**src/rtl/pipe_scheduler.sv**
```systemverilog
// pipe_scheduler: run-state FSM, scroll tick, pipe positions/gaps and pass score for Flappy Bird.
module pipe_scheduler #(
    parameter int TICK_DIV = 500000,
    parameter int X_START  = 784,
    parameter int X_LEFT   = 144,
    parameter int PIPE_W   = 40,
    parameter int SPACING  = 320,
    parameter int Y_MIN    = 135
) (
    input  logic        Clk,
    input  logic        Reset,
    input  logic        Start,
    input  logic        Ack,
    input  logic        Lost,
    input  logic [9:0]  BirdX,
    output logic [9:0]  PipeX1,
    output logic [9:0]  PipeY1,
    output logic [9:0]  PipeX2,
    output logic [9:0]  PipeY2,
    output logic        PipeEn1,
    output logic        PipeEn2,
    output logic [15:0] Score,
    output logic        ScorePulse,
    output logic        q_I,
    output logic        q_Run,
    output logic        q_Over
);
    localparam int CW = $clog2(TICK_DIV + 1);
    localparam logic [9:0] XS = 10'(X_START);
    localparam logic [9:0] XW = 10'(X_LEFT - PIPE_W);
    localparam logic [9:0] XE = 10'(X_START - SPACING);
    localparam logic [9:0] YM = 10'(Y_MIN);

    typedef enum logic [1:0] {IDLE, RUN, OVER} state_t;

    state_t        state_q;
    logic [CW-1:0] cnt_q;
    logic [15:0]   lfsr_q, lfsr_d, score_q, score_d;
    logic [9:0]    x1_q, x2_q, y1_q, y2_q, nx1, nx2, y_new;
    logic          en1_q, en2_q, pulse_q, tick, hit1, hit2;
    logic [16:0]   sum;

    assign lfsr_d  = {lfsr_q[14:0], lfsr_q[15] ^ lfsr_q[13] ^ lfsr_q[12] ^ lfsr_q[10]};
    assign y_new   = YM + {2'b00, lfsr_q[7:0]};
    assign tick    = (state_q == RUN) && (cnt_q == CW'(TICK_DIV - 1));
    assign hit1    = en1_q && (({1'b0, x1_q} + 11'(PIPE_W)) == {1'b0, BirdX});
    assign hit2    = en2_q && (({1'b0, x2_q} + 11'(PIPE_W)) == {1'b0, BirdX});
    assign sum     = {1'b0, score_q} + 17'(hit1) + 17'(hit2);
    assign score_d = sum[16] ? 16'hFFFF : sum[15:0];
    assign nx1     = (x1_q == XW) ? XS : x1_q - 10'd1;
    assign nx2     = (x2_q == XW) ? XS : x2_q - 10'd1;

    always_ff @(posedge Clk or negedge Reset) begin
        if (!Reset) begin
            state_q <= IDLE;
            cnt_q   <= '0;
            lfsr_q  <= 16'hACE1;
            x1_q    <= XS;
            x2_q    <= XS;
            y1_q    <= YM;
            y2_q    <= YM;
            en1_q   <= 1'b0;
            en2_q   <= 1'b0;
            score_q <= '0;
            pulse_q <= 1'b0;
        end else begin
            lfsr_q  <= lfsr_d;
            pulse_q <= 1'b0;
            case (state_q)
                IDLE: if (Start) begin
                    state_q <= RUN;
                    score_q <= '0;
                    en1_q   <= 1'b1;
                    y1_q    <= y_new;
                    cnt_q   <= '0;
                end
                RUN: if (Lost) begin
                    state_q <= OVER;
                end else begin
                    cnt_q <= tick ? '0 : cnt_q + 1'b1;
                    if (tick) begin
                        if (en1_q) begin
                            x1_q <= nx1;
                            if (x1_q == XW) y1_q <= y_new;
                        end
                        // pipe 2 is enabled once, the first time pipe 1 crosses the spacing mark
                        if (en2_q) begin
                            x2_q <= nx2;
                            if (x2_q == XW) y2_q <= y_new;
                        end else if (en1_q && x1_q == XE) begin
                            en2_q <= 1'b1;
                            y2_q  <= y_new;
                        end
                        if (hit1 || hit2) begin
                            score_q <= score_d;
                            pulse_q <= 1'b1;
                        end
                    end
                end
                OVER: if (Ack) begin
                    state_q <= IDLE;
                    x1_q    <= XS;
                    x2_q    <= XS;
                    y1_q    <= YM;
                    y2_q    <= YM;
                    en1_q   <= 1'b0;
                    en2_q   <= 1'b0;
                end
                default: state_q <= IDLE;
            endcase
        end
    end

    assign PipeX1     = x1_q;
    assign PipeY1     = y1_q;
    assign PipeX2     = x2_q;
    assign PipeY2     = y2_q;
    assign PipeEn1    = en1_q;
    assign PipeEn2    = en2_q;
    assign Score      = score_q;
    assign ScorePulse = pulse_q;
    assign q_I        = state_q == IDLE;
    assign q_Run      = state_q == RUN;
    assign q_Over     = state_q == OVER;
endmodule

```
**config.mk**
```make
export PLATFORM = sky130hd
export DESIGN_NAME = pipe_scheduler
export DESIGN_NICKNAME = d
export VERILOG_FILES = /design/src/rtl/pipe_scheduler.sv
export SDC_FILE = /design/constraint.sdc
export NUM_CORES = 1
export LEC_CHECK = 0
export ABC_AREA = 1
export CAP_MARGIN = 15
export CORE_MARGIN = 5
export CORE_UTILIZATION = 45
export DETAILED_ROUTE_END_ITERATION = 12
export GPL_TIMING_DRIVEN = 0
export PLACE_DENSITY = 0.69
export SKIP_LAST_GASP = 1
export SLEW_MARGIN = 20
export SYNTH_ARGS = -nofsm -noshare
export SYNTH_HDL_FRONTEND = slang
export SYNTH_SLANG_ARGS = --single-unit
```
**constraint.sdc**
```tcl
create_clock -name Clk -period 8.4 [get_ports Clk]
set_input_delay 1.68 -clock Clk [delete_from_list [all_inputs] [get_ports Clk]]
set_output_delay 1.68 -clock Clk [all_outputs]
set_load 0.005 [all_outputs]
```
==> impl_metrics.csv, run 1 <==
group,metric,value,unit
run_status,status,"finished, final reports clean",
clocking,cts_buffers,9,
detailed_routing,routed_wl,15600,um
place,dpl_cell_area,6980,um^2
yosys,syn_avg_cell_area,7.13,um^2
finish,final_area,7270,um^2
sta,finalCriticalPeriod,4.59,ns
clocking,postCtsSetupBuffers,0,
die,die_w,125,um
clocking,postCtsHoldBufs,0,
detailed_routing,via_count,5623,
finish,synthToLayoutAreaGrowth,21.5,%
yosys,synth-seq-cells,94,
detailed_routing,drc,0,
power_and_ir_drop,power_density,291,nW/um^2
global_route,grt_pass1_wl,25800,um
yosys,synth_area_leaders,"dfrtp_1 (30%), nand2_1 (16%), dfstp_2 (9.7%)",
sta,worstMarginPinSlew,0.664,ns
global_route,grt_max_degree,65,
clocking,clk_path_buf_depth,2,
setup_path,path_max_fanout,6,
global_route,antenna_found_initial,0,
die,fp-row-count,42,
sta,fin_crit_sh,54.6,%
setup_path,crit_type,"in2reg",
die,start_util,45.6,%
setup_path,arrival,4.88,ns
yosys,yosys_most_used_dff,"dfrtp_1",
yosys,synthDominantCellAreaShare,30.1,%
clocking,clock-sinks,94,
clocking,cts_tree,"done",
setup_path,required,8.69,ns
global_route,grt_pass1_vias,5140,
die,dieArea,15700,um^2
detailed_routing,routedWlPerCell,14.0,um
sta,slew-limit-headroom,55.7,%
clocking,clk_pin_slew,0.07,ns
sta,fin_tns_setup,0,ns
clocking,ctsResizeCount,0,
yosys,async_reset_ff_share,100,%
place,hpwl,11500,um
yosys,ys.warnings.count,0,
power_and_ir_drop,leakage,3.48,nW
sta,fmax,218,MHz
setup_path,path_cells,"clkdlybuf4s50_1 > xnor2_1 > nand3_1 > nor3_1 > nand3_1 > nor2_1 > nand3b_1 > inv_1 > fa_1 > ha_1 > nand2_1 > nor3_1 > nand2_1 > nor2_1 > nand2_1 > nand2_1 > o21ai_0 > inv_1 > nand3_1 > nand2_1",
sta,grt_setup_unrepaired,"false",
die,io_pins,77,
detailed_routing,drt_first_pass_iters,7,
global_route,grt_usage,20.0,%
setup_path,critPathSlowestCell,"clkdlybuf4s50_1",
yosys,synth_top_cell_by_area,"dfrtp_1",
yosys,synth-edff-count,0,
sta,finalClockSkew,0.0103,ns
die,die_h,125,um
finish,fin_cells,1108,
yosys,yosysSeqAreaShare,39.7,%
clocking,htree_levels,3,
clocking,clk_latency,0.36,ns
sta,setup_violations,0,
power_and_ir_drop,peakVddDrop,0.135,mV
sta,hold_viol,0,
detailed_routing,via_per_inst,5.07,
setup_path,crit_top_cell,"nand2_1",
power_and_ir_drop,power,2.12,mW
detailed_routing,drt-initial-drc-count,373,
finish,drive_gt1_share,10.2,%
clocking,cts-root-buf,"clkbuf_16",
die,core,13100,um^2
finish,n_antenna_cell,0,
place,post-place-cells,1092,
flow_run,drv_cap,0,
yosys,yosys.cell_types.count,46,
setup_path,worstSetupStartpointType,"input port",
global_route,grt-ovfl-total,0,
finish,layout.nets,952,
hold_path,hold_class,"reg2reg",
place,portBuffers,74,
detailed_routing,ant_nets,0,
place,gp_congestion,0.905,
setup_path,cp_num_buf_inv,3,
setup_path,slowest_delay,0.49,ns
yosys,syn_inst,840,
setup_path,cp-end-kind,"register",
sta,drv_slew,0,
yosys,syn-cell-area,5990,um^2
setup_path,path_delay_family,"simple AND/OR/NAND/NOR gates",
==> sequential cells by signal, summed over array words and instances, names as in the netlist, 2 cells and up <==
| register | count |
|---|---|
| PipeY1 | 9 |
| PipeX1 | 10 |
| state_q | 2 |
| Score | 16 |
| cnt_q | 19 |
| PipeY2 | 9 |
| lfsr_q | 16 |
| PipeX2 | 10 |
==> worst register-to-register path, stage by stage (launching register included) <==
cell,delay [ns]
dfrtp_1,0.37
buf_2,0.21
inv_1,0.11
ha_1,0.32
xnor2_1,0.21
nand3_1,0.11
nor3_1,0.16
nand3_1,0.10
nor2_1,0.09
nand3b_1,0.12
inv_1,0.10
fa_1,0.22
ha_1,0.20
nand2_1,0.08
nor3_1,0.32
nand2_1,0.19
nor2_1,0.15
nand2_1,0.18
nand2_1,0.11
o21ai_0,0.08
inv_1,0.07
nand3_1,0.07
nand2_1,0.09
==> final timing paths <==
check                           startpoint   endpoint  slack, ns  cells after the start
worst min-delay path             lfsr_q[8]  lfsr_q[9]       0.35                      0
max in group asynchronous            Reset  PipeX2[8]       6.55                      2
worst max register to register   PipeX2[3]  Score[13]       4.68                     22
min in group asynchronous            Reset  PipeY1[8]       1.20                      1
worst min register to register   lfsr_q[8]  lfsr_q[9]       0.35                      0
worst max-delay path              BirdX[4]  Score[13]       3.81                     20
==> cells in the mapped netlist, types with 3 or more instances <==
master / count
clkbuf_1: 6
ha_1: 9
buf_4: 7
xor2_1: 19
a31oi_1: 4
xnor2_1: 5
nor2_1: 73
inv_1: 103
nor3_1: 20
nand2_2: 3
nand3_1: 80
nand3_2: 3
or2_2: 4
inv_2: 4
o21ai_1: 19
buf_6: 3
nor4_1: 4
o21ai_2: 5
dfstp_2: 22
o21ai_0: 31
a21oi_1: 23
buf_2: 14
nor3b_1: 4
nor2_4: 3
nand4_1: 28
dfrtp_1: 72
nand2_1: 248
==> cell type report <==
cell class | count | area, um^2
Buffer | 30 | 179
Clock buffer | 10 | 239
Clock inverter | 6 | 52.6
Fill cell | 1305 | 5860
Inverter | 107 | 402
Multi-Input combinational cell | 610 | 3030
Sequential cell | 94 | 2380
Tap cell | 176 | 220
Timing Repair Buffer | 75 | 769
==> layout by cell type (no fill, tap or decap), drive strengths merged <==
cell,count
o311ai,1
xnor2,5
dfstp,22
xor2,19
a31oi,4
clkdlybuf4s50,73
o21ai,55
a21oi,24
buf,26
o211a,1
nor2,78
o22ai,1
inv,110
nor3b,4
dfrtp,72
o211ai,1
clkbuf,16
nand4,29
or2,5
o2111ai,1
fa,1
ha,9
a21o,1
clkinvlp,2
and3,2
conb,2
o21bai,1
clkinv,1
nand3,83
nand2,253
a221oi,1
nor3,22
nor4,5
nand3b,2
==> power by group <==
| group | total (mW) | leakage (nW) | internal [mW] | switching, mW |
|---|---|---|---|---|
| logic | 1.07 | 2.13 | 0.418 | 0.654 |
| registers | 0.640 | 1.21 | 0.555 | 0.0852 |
| clock network | 0.405 | 0.138 | 0.214 | 0.191 |
==> cell families after synthesis <==
group | after synthesis | share of synthesized area (%)
AO/OA/AOI/OAI | 91 | 8.61
buffers and inverters | 137 | 9.69
XOR/XNOR | 24 | 3.51
adder cells (fa/ha/maj) | 10 | 2.21
AND/OR/NAND/NOR | 483 | 36.2
flip-flops | 94 | 39.7
other | 1 | 0.0626
==> metrics by stage <==
| step | hold WS (ns) | worst slack [ns] | utilization (%) |
|---|---|---|---|
| 3_5_place_dp | 0.338 | 3.52 | 53.1 |
| 2_1_floorplan | 0.331 | 4.56 | - |
| 6_report | 0.351 | 3.81 | 55.4 |
| 4_1_cts | 0.354 | 3.86 | 55.4 |
| 5_1_grt | 0.361 | 3.42 | 55.4 |
| 3_3_place_gp | 0.334 | 2.18 | 52.9 |
==> per-layer routing <==
metal	global-route usage [%]	up-vias	part of all wire, %	wire length, um
met5	0	-	0	0
met1	28.1	2596	48	7500
met3	3.92	14	4.1	640
met2	31.6	124	46	7230
met4	5.48	0	1.2	191
li1	-	2889	-	-
Note: power is estimated with default switching activity, not from simulation.
==> run 2: changes to the inputs <==
==> constraint.sdc (replaced) <==
create_clock -name Clk -period 4.54 [get_ports Clk]
set_input_delay 0.908 -clock Clk [delete_from_list [all_inputs] [get_ports Clk]]
set_output_delay 0.908 -clock Clk [all_outputs]
set_load 0.005 [all_outputs]
==> impl_metrics.csv, run 2 (synthesized netlist as in run 1, its figures left out) <==
group,metric,value,unit
run_status,status,"finished, final reports clean",
die,io_pins,77,
setup_path,ff2ff_path_depth,22,
setup_path,required,4.83,ns
setup_path,path_max_fanout,6,
sta,hold_viol,0,
clocking,cts_tree,"done",
setup_path,critPathSlowestCell,"clkdlybuf4s50_1",
global_route,grt_max_degree,65,
sta,fin_crit_sh,84.2,%
sta,fmax,262,MHz
setup_path,cp-end-kind,"register",
detailed_routing,drt-initial-drc-count,365,
detailed_routing,via_per_inst,5.10,
setup_path,crit_top_cell,"nand2_1",
setup_path,arrival,4.11,ns
finish,n_antenna_cell,0,
die,die_h,125,um
global_route,grtUsageMet3,3.92,%
sta,slew-limit-headroom,55.4,%
power_and_ir_drop,peakVddDrop,0.249,mV
place,portBuffers,74,
sta,finalClockSkew,0.00849,ns
detailed_routing,ant_nets,0,
place,gp_congestion,0.905,
global_route,gr-usage-met1,28.2,%
detailed_routing,routedWlPerCell,14.1,um
sta,grt_setup_unrepaired,"false",
die,start_util,45.6,%
detailed_routing,drt_first_pass_iters,5,
detailed_routing,drc,0,
setup_path,r2r_slack,0.82,ns
die,core,13100,um^2
finish,final_common_cell,"nand2_1",
finish,largest_register,"cnt_q",
clocking,cts_buffers,9,
finish,ff_latch_area,2380,um^2
sta,setup_violations,0,
clocking,clk_pin_slew,0.07,ns
flow_run,drv_cap,0,
finish,synthToLayoutAreaGrowth,21.5,%
die,die_w,125,um
finish,final_cell_mix,"nand2_1 (248), inv_1 (103), nand3_1 (80)",
hold_path,hold_class,"reg2reg",
sta,drv_slew,0,
die,dieArea,15700,um^2
global_route,antenna_found_initial,0,
sta,worstMarginPinSlew,0.669,ns
place,hpwl,11500,um
clocking,cts-root-buf,"clkbuf_16",
setup_path,worstSetupStartpointType,"input port",
finish,largest_register_ff_count,19,
finish,multiInputGateArea,3030,um^2
setup_path,crit_type,"in2reg",
hold_path,hp-start,"lfsr_q[8]",
sta,holdWs,0.351,ns
clocking,clock-sinks,94,
power_and_ir_drop,power_density,539,nW/um^2
power_and_ir_drop,leakage,3.48,nW
finish,layout.nets,952,
global_route,grt-busiest-layer,"met2",
setup_path,slowest_delay,0.49,ns
global_route,grt-ovfl-total,0,
global_route,grt_pass1_vias,5125,
detailed_routing,routed_wl,15600,um
clocking,htree_levels,3,
clocking,ctsResizeCount,0,
clocking,clk_latency,0.36,ns
detailed_routing,via_count,5646,
setup_path,rr_startpoint,"PipeX2[3]",
power_and_ir_drop,power,3.92,mW
global_route,grt_usage,20.0,%
setup_path,rr_endpoint,"Score[13]",
global_route,met2_usage,31.8,%
clocking,clk_path_buf_depth,2,
die,fp-row-count,42,
clocking,postCtsSetupBuffers,0,
finish,fillers,1305,
finish,drive_gt1_share,10.2,%
sta,finalCriticalPeriod,3.82,ns
hold_path,hold_path_depth,0,
hold_path,worstHoldEndpoint,"lfsr_q[9]",
global_route,grt_pass1_wl,25800,um
clocking,postCtsHoldBufs,0,
setup_path,path_cells,"clkdlybuf4s50_1 > xnor2_1 > nand3_1 > nor3_1 > nand3_1 > nor2_1 > nand3b_1 > inv_1 > fa_1 > ha_1 > nand2_1 > nor3_1 > nand2_1 > nor2_1 > nand2_1 > nand2_1 > o21ai_0 > inv_1 > nand3_1 > nand2_1",
==> run 2: power breakdown <==
part | switching, mW | internal (mW) | total (mW) | leakage, nW
logic | 1.21 | 0.772 | 1.99 | 2.13
registers | 0.159 | 1.03 | 1.19 | 1.21
clock network | 0.354 | 0.395 | 0.749 | 0.138
==> run 2: worst max-delay path by stage <==
stage | startpoint | end | slack [ns] | cells after the start
2_1_floorplan | PipeX2[4] | Score[13] | 1.46 | 21
3_3_place_gp | Reset | PipeX2[7] | -0.90 | 1
3_5_place_dp | BirdX[4] | Score[13] | 0.43 | 20
4_1_cts | BirdX[4] | Score[13] | 0.77 | 20
5_1_grt | BirdX[4] | Score[13] | 0.33 | 20
6_report | BirdX[4] | Score[13] | 0.72 | 20
==> run 2: cell type report <==
class | instances | share of cell area [%]
buffer | 30 | 2.46
sequential | 94 | 32.7
clock buffer | 10 | 3.29
clock inverter | 6 | 0.723
inverter | 107 | 5.52
timing repair buffer | 75 | 10.6
tap | 176 | 3.03
multi-input combinational | 610 | 41.7
==> run 2: layer usage <==
layer  up-vias  wire [um]
met4         0        172
met2       132       7270
met1      2613       7490
met5         -          0
li1       2889          -
met3        12        662
==> run 2: stage by stage <==
step / utilization [%] / worst slack (ns) / instances / area [um^2] / TNS, ns
6_report: 55.4 / 0.716 / 1108 / 7270 / 0
5_1_grt: 55.4 / 0.329 / 1108 / 7270 / 0
4_1_cts: 55.4 / 0.770 / 1108 / 7270 / 0
3_5_place_dp: 53.1 / 0.435 / 1092 / 6980 / 0
3_3_place_gp: 52.9 / -0.903 / 1091 / 6950 / -64.45
2_1_floorplan: - / 1.46 / 841 / 5990 / 0
==> run 2: worst max-delay path, delay by kind of cell <==
kind                     cells  cell delay, ns
XOR/XNOR                     1            0.27
AO/OA/AOI/OAI                1            0.07
AND/OR/NAND/NOR             13            1.77
adder cells (fa/ha/maj)      2            0.42
buffers and inverters        3            0.65
